## config.mk

```make
export PLATFORM = sky130hd
export DESIGN_NAME = operand_capture
export DESIGN_NICKNAME = d
export VERILOG_FILES = /design/src/rtl/operand_capture.sv
export SDC_FILE = /design/constraint.sdc
export NUM_CORES = 1
export LEC_CHECK = 0
export CAP_MARGIN = 20
export CORE_MARGIN = 2
export CORE_UTILIZATION = 65
export DETAILED_ROUTE_END_ITERATION = 6
export DONT_BUFFER_PORTS = 1
export GPL_TIMING_DRIVEN = 1
export PLACE_DENSITY = 0.81
export SLEW_MARGIN = 20
export SYNTH_ARGS = -nofsm -noshare
export SYNTH_HDL_FRONTEND = slang
export SYNTH_SLANG_ARGS = --single-unit
```

## constraint.sdc

```tcl
create_clock -name clk -period 4.8 [get_ports clk]
set_input_delay 1.2 -clock clk [delete_from_list [all_inputs] [get_ports clk]]
set_output_delay 1.2 -clock clk [all_outputs]
set_load 0.01 [all_outputs]
```

## src/rtl/operand_capture.sv

```systemverilog
// Captures debounced BCD operands from the entry bus into a small bank of slots.
// The write pointer auto-advances; a full bank either wraps or refuses writes.
module operand_capture #(
  parameter int DIGITS          = 4,
  parameter int SLOTS           = 2,
  parameter int DEBOUNCE_CYCLES = 16,
  parameter int WRAP            = 1,
  parameter int PW              = $clog2(SLOTS)
) (
  input  logic                      clk,
  input  logic                      reset,
  input  logic                      button,
  input  logic                      clear,
  input  logic [4*DIGITS-1:0]       digits_in,
  input  logic [PW-1:0]             rd_sel,
  output logic [4*DIGITS-1:0]       rd_data,
  output logic [4*DIGITS*SLOTS-1:0] operands,
  output logic [SLOTS-1:0]          slot_valid,
  output logic [PW-1:0]             wr_ptr,
  output logic                      full,
  output logic                      capture_pulse,
  output logic                      bcd_error,
  output logic                      overflow
);
  localparam int W  = 4 * DIGITS;
  localparam int CW = $clog2(DEBOUNCE_CYCLES);
  localparam logic [CW-1:0] CNT_LAST = CW'(DEBOUNCE_CYCLES - 1);
  localparam logic [PW-1:0] PTR_LAST = PW'(SLOTS - 1);
  localparam logic [PW:0]   SLOTS_W  = (PW + 1)'(SLOTS);

  logic          s1_q, s2_q;
  logic          db_q, db_d;
  logic [CW-1:0] cnt_q, cnt_d;
  logic          press;

  logic [W-1:0]     ops_q [SLOTS];
  logic [W-1:0]     ops_d [SLOTS];
  logic [SLOTS-1:0] valid_q, valid_d;
  logic [PW-1:0]    ptr_q, ptr_d;
  logic             cap_q, cap_d;
  logic             bcd_q, bcd_d;
  logic             ovf_q, ovf_d;
  logic             bcd_ok;

  // A press is the edge on which the debounced level commits 0->1.
  always_comb begin
    db_d  = db_q;
    cnt_d = '0;
    press = 1'b0;
    if (s2_q != db_q) begin
      if (cnt_q == CNT_LAST) begin
        db_d  = s2_q;
        press = s2_q;
      end else begin
        cnt_d = cnt_q + CW'(1);
      end
    end
  end

  always_comb begin
    bcd_ok = 1'b1;
    for (int i = 0; i < DIGITS; i++) begin
      if (digits_in[4*i +: 4] > 4'd9) bcd_ok = 1'b0;
    end
  end

  always_comb begin
    ops_d   = ops_q;
    valid_d = valid_q;
    ptr_d   = ptr_q;
    cap_d   = 1'b0;
    bcd_d   = 1'b0;
    ovf_d   = 1'b0;
    if (clear) begin
      for (int k = 0; k < SLOTS; k++) ops_d[k] = '0;
      valid_d = '0;
      ptr_d   = '0;
    end else if (press) begin
      if (!bcd_ok) begin
        bcd_d = 1'b1;
      end else if (full && (WRAP == 0)) begin
        ovf_d = 1'b1;
      end else begin
        ops_d[ptr_q]   = digits_in;
        valid_d[ptr_q] = 1'b1;
        ptr_d          = (ptr_q == PTR_LAST) ? '0 : ptr_q + PW'(1);
        cap_d          = 1'b1;
      end
    end
  end

  always_ff @(posedge clk or posedge reset) begin
    if (reset) begin
      s1_q    <= 1'b0;
      s2_q    <= 1'b0;
      db_q    <= 1'b0;
      cnt_q   <= '0;
      for (int k = 0; k < SLOTS; k++) ops_q[k] <= '0;
      valid_q <= '0;
      ptr_q   <= '0;
      cap_q   <= 1'b0;
      bcd_q   <= 1'b0;
      ovf_q   <= 1'b0;
    end else begin
      s1_q    <= button;
      s2_q    <= s1_q;
      db_q    <= db_d;
      cnt_q   <= cnt_d;
      ops_q   <= ops_d;
      valid_q <= valid_d;
      ptr_q   <= ptr_d;
      cap_q   <= cap_d;
      bcd_q   <= bcd_d;
      ovf_q   <= ovf_d;
    end
  end

  for (genvar k = 0; k < SLOTS; k++) begin : g_flat
    assign operands[W*k +: W] = ops_q[k];
  end

  // Unused select codes exist when SLOTS is not a power of two.
  always_comb begin
    rd_data = '0;
    if ({1'b0, rd_sel} < SLOTS_W) rd_data = ops_q[rd_sel];
  end

  assign slot_valid    = valid_q;
  assign wr_ptr        = ptr_q;
  assign full          = &valid_q;
  assign capture_pulse = cap_q;
  assign bcd_error     = bcd_q;
  assign overflow      = ovf_q;

endmodule

```

==> results.yml <==
synth:
  yosys.area.top_type_share_pct: 58.4
  synthesis.area_um2: 1890
  ys.flop_type: "dfrtp_1"
  yosysMostFrequentCell: "dfrtp_1"
  yosys.area.top_type: "dfrtp_1"
  syn_nets: 158
  synth-seq-cells: 44
  syn_area_per_cell_um2: 13.9
  yosysUniqueCellTypes: 28
  yosys_warnings: 0
  ys_async_sr_fraction_pct: 100
  ys_seq_area_share_pct: 58.4
  synth_common_cells: "dfrtp_1 (44), a22o_1 (25), mux2_2 (17)"
  synth_area_leaders: "dfrtp_1 (58%), a22o_1 (12%), mux2_2 (10%)"
  syn-instance-count: 136
  synth_edf_count: 0
clocking:
  cts.sinks: 44
  clkTransAtPathRegs_ns: 0.11
  numCtsBuffers: 5
  clk_path_buf_depth: 2
  clk_latency_ns: 0.35
  h-tree-depth: 2
  cts_tree: "done"
  ctsResizeCount: 0
  cts-root-buf: "clkbuf_4"
  post_cts_buffers: 0
  hold_buffers: 0
pwr:
  combinationalPowerShare_pct: 4.3
  switching_share_pct: 22.0
  seq_power_share_pct: 64.8
  netSwitchingPower_w: 0.000128
  powerDensity_nw_per_um2: 300
  intPower_w: 0.000453
  power_leakage_nw: 0.950
  vdd_ir_drop_max_mv: 0.275
  power_frac_clock_pct: 30.9
routing:
  finalWirelength_um: 3730
  first_pass_iters: 4
  antenna_left: 0
  vias: 1190
  drc: 0
  vias_per_cell: 7.08
  drtIter0Drc: 34
  post_drt_wl_per_cell_um: 22.2
sta:
  setup_violations: 0
  rsz0062_at_grt: "no"
  finalHoldViolCount: 0
  maxSlewHeadroom_pct: 39.4
  clock_skew_ns: 0.00665
  finalSetupTns_ns: 0
  fmax_ghz: 0.364
  fin_crit_ns: 2.75
  fin_crit_sh_pct: 57.3
  drv_slew: 0
  worst_pin_slew_ns: 0.906
floorplanning:
  row_count: 19
  coreArea_um2: 2760
  dieArea_um2: 3350
  die_w_um: 57.9
  start_util_pct: 68.4
  boundaryPins: 76
  die_y_um: 57.9
layout:
  final_nets: 158
  n_fill_cell: 194
  multiInputGateArea_um2: 722
  stdcell_area_um2: 1940
  diodes: 0
  area_growth_pct: 2.79
  drive_gt1_share_pct: 27.0
  seq_area_um2: 1100
critical_path:
  crit_arrival_ns: 1.55
  startpoint_type: "input port"
  max_stage_delay_ns: 0.35
  worstPathCellList: "mux2_2"
  critical_path_buf_inv_count: 0
  critPathCaptureType: "output pin"
  cpMaxStageDelayCell: "mux2_2"
  cp_max_fo: 16
  path_class: "input port to output pin"
  worstPathRequired_ns: 3.60
  path_delay_family: "multiplexers"
placed_design:
  dpl.hpwl_um: 2560
  place_congestion: 0.718
  post_dp_cell_area_um2: 1880
  port_buffers: 0
grt:
  grt_util_met1_pct: 28.7
  antenna_found_initial: 0
  track_usage_pct: 23.8
  grt_pass1_vias: 1195
  met2_usage_pct: 36.7
  grt_util_met3_pct: 11.6
  grt_max_degree: 45
  grt_pass1_wl_um: 5800
  top_usage_layer: "met2"
  grt.overflow.total: 0
outcome:
  status: "complete, no violations"
job:
  maxCapViolations: 0
worst_hold_path:
  hold_class: "register to register"
[cell type report]
cell class	instances	share of cell area, %
Multi-Input combinational cell	81	37.2
Timing Repair Buffer	1	0.387
Clock buffer	8	3.03
Sequential cell	44	56.8
Tap cell	31	2.00
Inverter	3	0.581
[final timing paths]
path	from	end	slack [ns]	cells after the start
min in group asynchronous	reset	operands[31]$_DFFE_PP0P_	0.86	2
max reg2reg	cnt_q[0]$_DFF_PP0_	operands[28]$_DFFE_PP0P_	2.60	5
min	s1_q$_DFF_PP0_	s2_q$_DFF_PP0_	0.36	0
max in group asynchronous	reset	operands[12]$_DFFE_PP0P_	3.59	2
min reg2reg	s1_q$_DFF_PP0_	s2_q$_DFF_PP0_	0.36	0
max	rd_sel	rd_data[10]	2.05	1
[routing by layer]
layer / up-vias / share of wire, %
met4: 0 / 1.1
met1: 611 / 40
met2: 61 / 50
li1: 514 / -
met3: 4 / 9.2
met5: - / 0
[power groups by stage]
stage | Clock (W) | Sequential (W) | Combinational, W
after CTS | 0.000185 | 0.000376 | 0.0000258
after detailed placement | 0 | 0.000383 | 0.0000257
after global routing | 0.000198 | 0.000377 | 0.0000283
after floorplan | 0 | 0.000383 | 0.0000231
after global placement | 0 | 0.000383 | 0.0000248
final | 0.000180 | 0.000376 | 0.0000251
[cell usage in the layout, fill, tap and decap left out, types with 2 or more instances in the layout]
cell type | netlist | final
a22o_1 | 25 | 25
inv_1 | 3 | 2
mux2_2 | 17 | 17
a21o_1 | 3 | 3
o21ai_0 | 4 | 4
a31oi_2 | 0 | 2
xnor2_1 | 2 | 2
a22o_2 | 7 | 7
clkbuf_1 | 2 | 2
clkbuf_4 | 0 | 5
nor2_1 | 4 | 4
dfrtp_1 | 44 | 44
nor3_4 | 2 | 2
a311oi_1 | 2 | 2
[sequential cells by signal, summed over array words and instances, names as in the netlist]
name	count
bcd_error	1
capture_pulse	1
cnt_q	4
db_q	1
operands	32
s1_q	1
s2_q	1
slot_valid	2
wr_ptr	1
[through the flow]
stage	hold slack (ns)	total power [W]	instances	setup WS, ns	util, %
2_1_floorplan	0.331	0.000406	136	1.40	-
3_3_place_gp	0.339	0.000408	160	2.03	68.2
3_5_place_dp	0.342	0.000409	160	2.00	68.2
4_1_cts	0.372	0.000587	168	2.05	70.3
5_1_grt	0.383	0.000603	168	2.05	70.3
6_report	0.365	0.000581	168	2.05	70.3
[cell families after synthesis]
logic type / after synthesis / share of synthesized area [%]
buffers and inverters: 11 / 4.04
xor gates and xnor gates: 2 / 0.929
and+or+nand+nor: 14 / 5.44
DFF: 44 / 58.4
muxes: 17 / 10.1
AOI/OAI and AO/OA: 46 / 20.2
adders and majority gates: 1 / 0.663
other: 1 / 0.199
No activity file was read; power rests on OpenSTA's default activity.
